<file path="src/rtl/dzcpd_sched_pkg.sv">
// Shared types for the DZCPD phase scheduler: FSM states, channel count and
// the "next enabled channel" search used when stepping through the scan mask.
package dzcpd_sched_pkg;

  localparam int CH       = 3;
  localparam int CH_W     = 2;
  localparam int SETTLE_W = 24;

  typedef enum logic [2:0] {
    ST_IDLE,
    ST_SELECT,
    ST_SETTLE,
    ST_CAPTURE,
    ST_DONE
  } state_t;

  typedef struct packed {
    logic            found;
    logic [CH_W-1:0] idx;
  } ch_pick_t;

  // Lowest enabled channel strictly above cur, or the lowest overall when from_start.
  function automatic ch_pick_t pick_channel(input logic [CH-1:0]   mask,
                                            input logic [CH_W-1:0] cur,
                                            input logic            from_start);
    ch_pick_t pick;
    pick = '0;
    for (int i = CH - 1; i >= 0; i--) begin
      if (mask[i] && (from_start || (CH_W'(i) > cur))) begin
        pick.found = 1'b1;
        pick.idx   = CH_W'(i);
      end
    end
    return pick;
  endfunction

endpackage

</file>
<file path="src/rtl/dzcpd_settle_timer.sv">
// Loadable down counter timing the settle interval after each channel switch.
// A load value of zero is clamped to one so every channel settles at least one cycle.
module dzcpd_settle_timer
  import dzcpd_sched_pkg::*;
(
  input  logic                clk,
  input  logic                rst,
  input  logic                load,
  input  logic [SETTLE_W-1:0] load_val,
  input  logic                en,
  output logic                expire
);

  logic [SETTLE_W-1:0] count_reg;

  always_ff @(posedge clk or negedge rst) begin
    if (!rst) begin
      count_reg <= '0;
    end else if (load) begin
      count_reg <= (load_val == '0) ? SETTLE_W'(1) : load_val;
    end else if (en && (count_reg != '0)) begin
      count_reg <= count_reg - SETTLE_W'(1);
    end
  end

  assign expire = (count_reg == SETTLE_W'(1));

endmodule

</file>
<file path="src/rtl/dzcpd_phase_scheduler.sv">
// Time-multiplexes one DZCPD measurement chain over Va/Vb/Vc and banks the results.
// Optional amplitude check (amp_min port, res_fault) enabled by DZCPD_SCHED_AMP_CHECK_EN.
module dzcpd_phase_scheduler
  import dzcpd_sched_pkg::*;
#(
  parameter int M = 14
) (
  input  logic                clk,
  input  logic                rst,
  input  logic                start,
  input  logic                abort,
  input  logic [CH-1:0]       ch_mask,
  input  logic [SETTLE_W-1:0] settle_cyc,
  input  logic [7:0]          k_cfg,
  input  logic [15:0]         meas_freq,
  input  logic signed [M-1:0] meas_amp,
  input  logic [15:0]         meas_phase,
  output logic [CH_W-1:0]     sel,
  output logic [7:0]          k,
  output logic                meas_clr,
  output logic                busy,
  output logic                done,
  output logic [16*CH-1:0]    res_freq,
  output logic [M*CH-1:0]     res_amp,
  output logic [16*CH-1:0]    res_phase,
  output logic [CH-1:0]       res_valid,
  output logic [CH-1:0]       res_fault
`ifdef DZCPD_SCHED_AMP_CHECK_EN
  ,
  input  logic [M-1:0]        amp_min
`endif
);

  state_t              state_reg, state_next;
  logic [CH_W-1:0]     sel_reg, sel_next;
  logic [7:0]          k_reg;
  logic [CH-1:0]       mask_reg;
  logic [SETTLE_W-1:0] settle_reg;
  logic                accept;
  logic                capture;
  logic                tmr_load;
  logic                tmr_expire;
  logic                amp_low;
  ch_pick_t            pick;

  dzcpd_settle_timer u_settle_timer (
    .clk      (clk),
    .rst      (rst),
    .load     (tmr_load),
    .load_val (settle_reg),
    .en       (state_reg == ST_SETTLE),
    .expire   (tmr_expire)
  );

  always_ff @(posedge clk or negedge rst) begin
    if (!rst) begin
      state_reg  <= ST_IDLE;
      sel_reg    <= '0;
      k_reg      <= '0;
      mask_reg   <= '0;
      settle_reg <= '0;
    end else begin
      state_reg <= state_next;
      sel_reg   <= sel_next;
      if (accept) begin
        mask_reg   <= ch_mask;
        settle_reg <= settle_cyc;
        k_reg      <= k_cfg;
      end
    end
  end

  always_comb begin
    state_next = state_reg;
    sel_next   = sel_reg;
    accept     = 1'b0;
    capture    = 1'b0;
    tmr_load   = 1'b0;
    pick       = '0;
    case (state_reg)
      ST_IDLE: begin
        if (start && !abort) begin
          accept = 1'b1;
          pick   = pick_channel(ch_mask, '0, 1'b1);
          if (pick.found) begin
            sel_next   = pick.idx;
            state_next = ST_SELECT;
          end else begin
            state_next = ST_DONE;
          end
        end
      end
      ST_SELECT: begin
        tmr_load   = 1'b1;
        state_next = ST_SETTLE;
      end
      ST_SETTLE: begin
        if (tmr_expire) begin
          state_next = ST_CAPTURE;
        end
      end
      ST_CAPTURE: begin
        capture = 1'b1;
        pick    = pick_channel(mask_reg, sel_reg, 1'b0);
        if (pick.found) begin
          sel_next   = pick.idx;
          state_next = ST_SELECT;
        end else begin
          state_next = ST_DONE;
        end
      end
      ST_DONE: begin
        state_next = ST_IDLE;
      end
      default: begin
        state_next = ST_IDLE;
      end
    endcase
    // Abort terminates the scan outright: no capture, no channel step, no done.
    if (abort && (state_reg != ST_IDLE)) begin
      state_next = ST_IDLE;
      sel_next   = sel_reg;
      capture    = 1'b0;
      tmr_load   = 1'b0;
    end
  end

`ifdef DZCPD_SCHED_AMP_CHECK_EN
  logic [M-1:0] amp_abs;

  // Magnitude saturates so the most negative code does not wrap back to itself.
  always_comb begin
    amp_abs = meas_amp;
    if (meas_amp[M-1]) begin
      if (meas_amp == {1'b1, {(M-1){1'b0}}}) begin
        amp_abs = {1'b0, {(M-1){1'b1}}};
      end else begin
        amp_abs = -meas_amp;
      end
    end
  end

  assign amp_low = (amp_abs < amp_min);
`else
  assign amp_low = 1'b0;
`endif

  genvar gi;
  generate
    for (gi = 0; gi < CH; gi++) begin : g_slot
      logic [15:0]  freq_reg;
      logic [15:0]  phase_reg;
      logic [M-1:0] amp_reg;
      logic         valid_reg;
      logic         hit;

      assign hit = capture && (sel_reg == CH_W'(gi));

      always_ff @(posedge clk or negedge rst) begin
        if (!rst) begin
          freq_reg  <= '0;
          phase_reg <= '0;
          amp_reg   <= '0;
          valid_reg <= 1'b0;
        end else if (accept) begin
          valid_reg <= 1'b0;
        end else if (hit) begin
          freq_reg  <= amp_low ? 16'd0 : meas_freq;
          phase_reg <= amp_low ? 16'd0 : meas_phase;
          amp_reg   <= meas_amp;
          valid_reg <= !amp_low;
        end
      end

`ifdef DZCPD_SCHED_AMP_CHECK_EN
      logic fault_reg;

      always_ff @(posedge clk or negedge rst) begin
        if (!rst) begin
          fault_reg <= 1'b0;
        end else if (accept) begin
          fault_reg <= 1'b0;
        end else if (hit) begin
          fault_reg <= amp_low;
        end
      end

      assign res_fault[gi] = fault_reg;
`else
      assign res_fault[gi] = 1'b0;
`endif

      assign res_freq[gi*16 +: 16]  = freq_reg;
      assign res_phase[gi*16 +: 16] = phase_reg;
      assign res_amp[gi*M +: M]     = amp_reg;
      assign res_valid[gi]          = valid_reg;
    end
  endgenerate

  assign sel      = sel_reg;
  assign k        = k_reg;
  assign meas_clr = (state_reg == ST_SELECT);
  assign busy     = (state_reg != ST_IDLE);
  assign done     = (state_reg == ST_DONE);

endmodule

</file>
<file path="config.mk">
export PLATFORM = sky130hd
export DESIGN_NAME = dzcpd_phase_scheduler
export DESIGN_NICKNAME = d
export VERILOG_FILES = /design/src/rtl/dzcpd_sched_pkg.sv /design/src/rtl/dzcpd_settle_timer.sv /design/src/rtl/dzcpd_phase_scheduler.sv
export SDC_FILE = /design/constraint.sdc
export NUM_CORES = 1
export LEC_CHECK = 0
export CAP_MARGIN = 0
export CORE_AREA = 5 5 138 140
export DETAILED_ROUTE_END_ITERATION = 10
export DIE_AREA = 0 0 143 145
export PLACE_DENSITY = 0.87
export SYNTH_ARGS = -nofsm -noshare
export SYNTH_HDL_FRONTEND = slang
export SYNTH_HIERARCHICAL = 1
export SYNTH_SLANG_ARGS = --single-unit
</file>
<file path="constraint.sdc">
create_clock -name clk -period 6.3 [get_ports clk]
set_input_delay 1.26 -clock clk [delete_from_list [all_inputs] [get_ports clk]]
set_output_delay 1.26 -clock clk [all_outputs]
set_load 0.01 [all_outputs]
</file>
# Word-level counts from Yosys, hierarchy flattened
# Index checks and enable logic that the tools add are counted.
dict set report word_totals {
  reg_bits 205
  output_inout_bits 157
  word_cells 95
  in_bits 85
}
dict set report classes {
  n_lt_le_gt_ge 3
  n_eq_ne 12
  add_sub_neg 1
  mux 34
  bitwise_logic 2
  reduce_logical 25
}
# op count
set ops {}
lappend ops {{$mux 24} 3}
lappend ops {{$mux 3} 14}
lappend ops {{$eq 24x1->1 const B} 1}
lappend ops {{$logic_not 24->1} 1}
lappend ops {{$reduce_bool 24->1} 1}
lappend ops {{$sub 24x1->24 const B} 1}
lappend ops {{$mux 1} 12}
lappend ops {{$pmux 3 s4} 1}
lappend ops {{$reduce_bool 2->1} 5}
lappend ops {{$logic_and 1x1->1} 9}
lappend ops {{$reduce_and 2->1} 4}
lappend ops {{$eq 3x2->1 const B} 2}
lappend ops {{$mux 2} 3}
lappend ops {{$ne 2x2->1 const B} 3}
lappend ops {{$ne 3x3->1 const B} 2}
lappend ops {{$reduce_and 5->1} 1}
lappend ops {{$gt 1x2->1 const A} 2}
lappend ops {{$pmux 2 s2} 1}
lappend ops {{$eq 3x1->1 const B} 1}
lappend ops {{$eq 3x3->1 const B} 1}
lappend ops {{$logic_not 3->1} 1}
lappend ops {{$reduce_bool 3->1} 1}
lappend ops {{$eq 2x1->1 const B} 1}
lappend ops {{$eq 2x2->1 const B} 1}
lappend ops {{4 further kinds} 5}

# Longest topological paths before layout
dict set report depth {
  depth_word 9
  depth_mapped 8
}

# Hierarchy
# Netlist, hierarchy kept.
# mod seq_area_each_um2 area_each_um2 instances cells_per_inst
set by_module_without_submodules {}
lappend by_module_without_submodules {dzcpd_phase_scheduler 4504.3 7013.0 1 425}
lappend by_module_without_submodules {dzcpd_settle_timer 600.6 1645.3 1 189}

# Least setup slack after synthesis
# OpenSTA, ideal clock, no wires.
dict set report synth_timing {
  kind {input to register}
  from {input port abort}
  to {register u_settle_timer.count_reg[8]}
  path_slack_ns 3.833
  arrival_time_ns 2.331
  stages 4
  n_path_buf 2
  cell_sequence {nor3_1 > clkbuf_1 > clkbuf_1 > o21ai_0}
}
dict set report synth_via {
  elab_chain_cells 3
  elab_cells_between_ends 4
}
# item line_no
set synth_lines {}
lappend synth_lines {{from (decl)} dzcpd_phase_scheduler.sv:11} ;# input logic abort,
lappend synth_lines {{$logic_and 1x1->1 *} dzcpd_phase_scheduler.sv:120} ;# if (abort && (state_reg != ST_IDLE)) begin
lappend synth_lines {{$mux 1 *} dzcpd_phase_scheduler.sv:120}
lappend synth_lines {{$mux 24 / $reduce_bool 2->1 (equally long branches)} -}
lappend synth_lines {{to (signal assigned)} dzcpd_settle_timer.sv:20} ;# count_reg <= (load_val == '0) ? SETTLE_W'(1) : load_val;
lappend synth_lines {{to (signal assigned)} dzcpd_settle_timer.sv:22} ;# count_reg <= count_reg - SETTLE_W'(1);
lappend synth_lines {{to (decl)} dzcpd_settle_timer.sv:14} ;# logic [SETTLE_W-1:0] count_reg;
# Every way passes the cells marked *; elsewhere a longest branch is shown, timed or not.
# A chain may end at the register's enable or synchronous reset.

# Worst setup path in the final report
dict set report layout_timing {
  from {register state_reg[1]}
  to {output port meas_clr}
}
dict set report layout_via {
  elab_chain_cells 1
}
# item line_no
set layout_lines {}
lappend layout_lines {{from (decl)} dzcpd_phase_scheduler.sv:34} ;# state_t state_reg, state_next;
lappend layout_lines {{from (signal assigned)} dzcpd_phase_scheduler.sv:63} ;# state_reg <= state_next;
lappend layout_lines {{$eq 3x1->1} dzcpd_phase_scheduler.sv:202} ;# assign meas_clr = (state_reg == ST_SELECT);
lappend layout_lines {{to (decl)} dzcpd_phase_scheduler.sv:20} ;# output logic meas_clr,
# No other way between the ends.

==> summary.md <==
| Metric | Value |
|---|---|
| Setup bufs post-CTS | 0 |
| Critical Path AT | 1.92 ns |
| Iteration-0 DRC count of the detailed router | 368 |
| Clock Skews | 0.00707 ns |
| Max clock buf depth | 3 |
| Clk root buf | clkbuf_16 |
| Endpoints failing setup | 0 |
| Number of global-route vias before repair | 6293 |
| Combinational cell fraction of total power | 27.2% |
| Finished Cell Area | 0.0119 mm^2 |
| Post-DP HPWL | 15400 um |
| # resized after CTS | 0 |
| Post-synth design cell area | 0.00866 mm^2 |
| Total CTS buffers | 23 |
| Max Freq | 315 MHz |
| Overall routing resource usage | 21.0% |
| Drt pass-1 iters | 4 |
| Clock transition at path regs | 0.06 ns |
| HP Class | reg -> reg |
| Synth top area cells | dfrtp_1 59%, mux2_2 19%, mux2_4 4.7%, nand2_1 1.1%, nor2_1 0.91% |
| Synth warn | 6 |
| Synthesized flop and latch total | 204 |
| Largest net degree at the start of global routing | 113 |
| Largest area contributor in the netlist | dfrtp_1 |
| # IOs | 242 |
| Rows | 49 |
| Synthesis-to-finish area growth | 37.4% |
| Xor/xnor share of the synthesized area | 1.01% |
| Die H | 145 um |
| Post-Layout Cell Count | 1089 |
| WL final | 22100 um |
| Fraction of synthesized area in multiplexers | 24.1% |
| Congestion Overflow GR | 0 |
| Initial antenna violation count | 0 |
| Core area | 0.0177 mm^2 |
| Routed vias/inst | 5.40 |
| Synth top area share | 59.0% |
| Switching share of power | 28.3% |
| Pwr per Cell Area | 364 mW/mm^2 |
| Total power | 4.34 mW |
| Avg Cell Area, Syn | 14.1 um^2 |
| Slew Limit Fails | 0 |
| # nets final | 935 |
| Post-DP Area | 0.0112 mm^2 |
| Final hold vios | 0 |
| Synth Instances | 614 |
| Routability cong. | 0.894 |
| Die Wd | 143 um |
| Routed WL per cell | 20.3 um |
| Slew headroom | 26.3% |
| Worst-Margin Slew | 1.10 ns |
| CTS tree | done |
| Crit Path Class | reg -> out |
| CTS Hold Bufs | 0 |
| Dominant synthesized flop cell | dfrtp_1 |
| Tcrit/Tclk final | 50.4% |
| Leakage power | 5.38 nW |
| Worst VDD drop | 244 uV |
| Sequential share of power | 43.2% |
| Fin Setup TNS | 0 ns |
| Total die area | 0.0207 mm^2 |
| Critical path peak fanout | 10 |
| Post-Synth Simple-Gate Area | 7.53% |
| Critical Path RT | 5.04 ns |
| Register area share after synthesis | 59.0% |
| Critical path startpoint category | flop |
| Initial core utilization | 48.9% |
| Unrepaired setup endpoints after global routing | no |
| N_diodes | 0 |
| Synth unique cells | 56 |
| Fraction of registers with async set/reset | 100% |
| Detail Route Antenna Nets | 0 |
| Layout cell share with drive strength beyond 1 | 27.2% |
| Status | complete, no violations |
| Crit path time final | 3.18 ns |
| Filler cells | 1249 |
| Critical path endpoint category | primary output |
| NetSw | 1.23 mW |
| Post-Synth Adder-Cell Area | 0.434% |
| Vias | 5881 |
| Compound-Gate Fraction of Synth Area | 4.83% |
| Max cap viols | 0 |
| H-tree depth | 1 |
| Placed cell count | 1051 |
| Clock share of power | 29.6% |
| Internal power | 3.11 mW |
| Worst-Skew Late Latency | 0.50 ns |
| Sink Count | 204 |
| # DRC | 0 |
| Number of port buffers | 238 |
| Global-route wire length before repair | 35100 um |
| Post-synth EDFFs | 0 |
| Largest family of logic cells by synthesized area | multiplexers |
critical path, cell delays in order, from the launching register on:
cell	delay, ns
dfrtp_1	0.49
nand2b_1	0.24
nor2_1	0.12
clkdlybuf4s50_1	0.57
per-stage QoR:
step	util (%)	hold WS [ns]	setup WS (ns)
after global placement	63.0	0.463	3.02
after floorplan	-	0.448	3.83
after global routing	67.1	0.511	3.07
after CTS	67.1	0.494	3.10
after detailed placement	63.0	0.479	2.95
final	67.1	0.488	3.12
power by group through the flow:
stage	Combinational (mW)	Sequential, mW	Clock, mW
2_1_floorplan	0.478	1.93	0
3_3_place_gp	1.15	1.87	0
3_5_place_dp	1.18	1.89	0
4_1_cts	1.19	1.87	1.32
5_1_grt	1.26	1.92	1.37
6_report	1.18	1.87	1.28
cells by family after synthesis:
family	count (synthesis)
AND/OR/NAND/NOR	121
adder cells (fa/ha/maj)	3
multiplexers	176
AO/OA/AOI/OAI	54
buffers and inverters	45
flip-flops	204
XOR/XNOR	10
other	1
per-layer routing:
| metal | part of all wire (%) | global-route usage, % |
|---|---|---|
| met3 | 8.3 | 5.99 |
| met1 | 38 | 25.7 |
| met2 | 50 | 35.6 |
| met4 | 3.4 | 7.18 |
| met5 | 0 | 0 |
layout by cell type (no fill, tap or decap), types with 3 or more instances in the layout:
cell,netlist,layout
nor2_1,21,21
nand3b_1,5,5
inv_1,6,6
nor3_1,12,11
nand3_1,11,11
clkbuf_16,0,23
xnor2_1,8,8
mux2_4,27,27
nor2b_1,3,3
mux2_2,148,148
ha_1,3,3
clkbuf_8,0,6
o311ai_0,5,5
dfrtp_1,204,204
clkdlybuf4s50_1,0,237
a31oi_1,9,9
conb_1,1,3
or4_1,7,7
buf_4,6,6
o41ai_1,3,3
or3_1,7,7
o21ai_0,13,13
nor4_1,8,8
nand4_1,6,6
a31o_2,3,3
nand2_1,26,25
a311oi_1,3,3
clkinv_2,0,4
nor3b_1,3,3
cells in the mapped netlist (2+ instances only):
cell type / number
mux2_2: 148
nand2_1: 26
nand3_1: 11
nand4_1: 6
a21boi_0: 2
and2_1: 2
a31o_2: 3
or3_1: 7
o311ai_0: 5
dfrtp_1: 204
or4_1: 7
nor3b_1: 3
nand2b_1: 2
inv_1: 6
clkbuf_1: 16
xnor2_1: 8
xor2_1: 2
nand3b_1: 5
o31ai_1: 2
nor2b_1: 3
nor4_1: 8
o41ai_1: 3
nor3_1: 12
buf_4: 6
o211ai_1: 2
nor2_1: 21
a311o_1: 2
a31oi_1: 9
buf_12: 2
o21ai_0: 13
buf_2: 11
ha_1: 3
buf_6: 3
a311oi_1: 3
mux2_4: 27
cell type report:
cell class              count  area [um^2]  share of cell area, %
clock buffers              29          648                   5.45
clock inverters             9         83.8                  0.705
multi-input cells         367         3300                   27.7
flip-flops and latches    204         5100                   42.9
inverters                   6         22.5                  0.189
repair buffers            245         2450                   20.6
well taps                 229          287                   2.41
worst paths after layout:
path	startpoint	to	cells after the start	slack, ns
hold reg to reg	g_slot[1].valid_reg	g_slot[1].valid_reg	2	0.49
max in group asynchronous	rst	g_slot[1].freq_reg[8]	2	4.40
hold / removal	g_slot[1].valid_reg	g_slot[1].valid_reg	2	0.49
setup reg to reg	u_settle_timer/count_reg[10]	u_settle_timer/count_reg[21]	5	3.37
min in group asynchronous	rst	settle_reg[15]	1	0.82
setup / recovery	state_reg[1]	meas_clr	3	3.12
No activity file was read; power rests on OpenSTA's default activity.
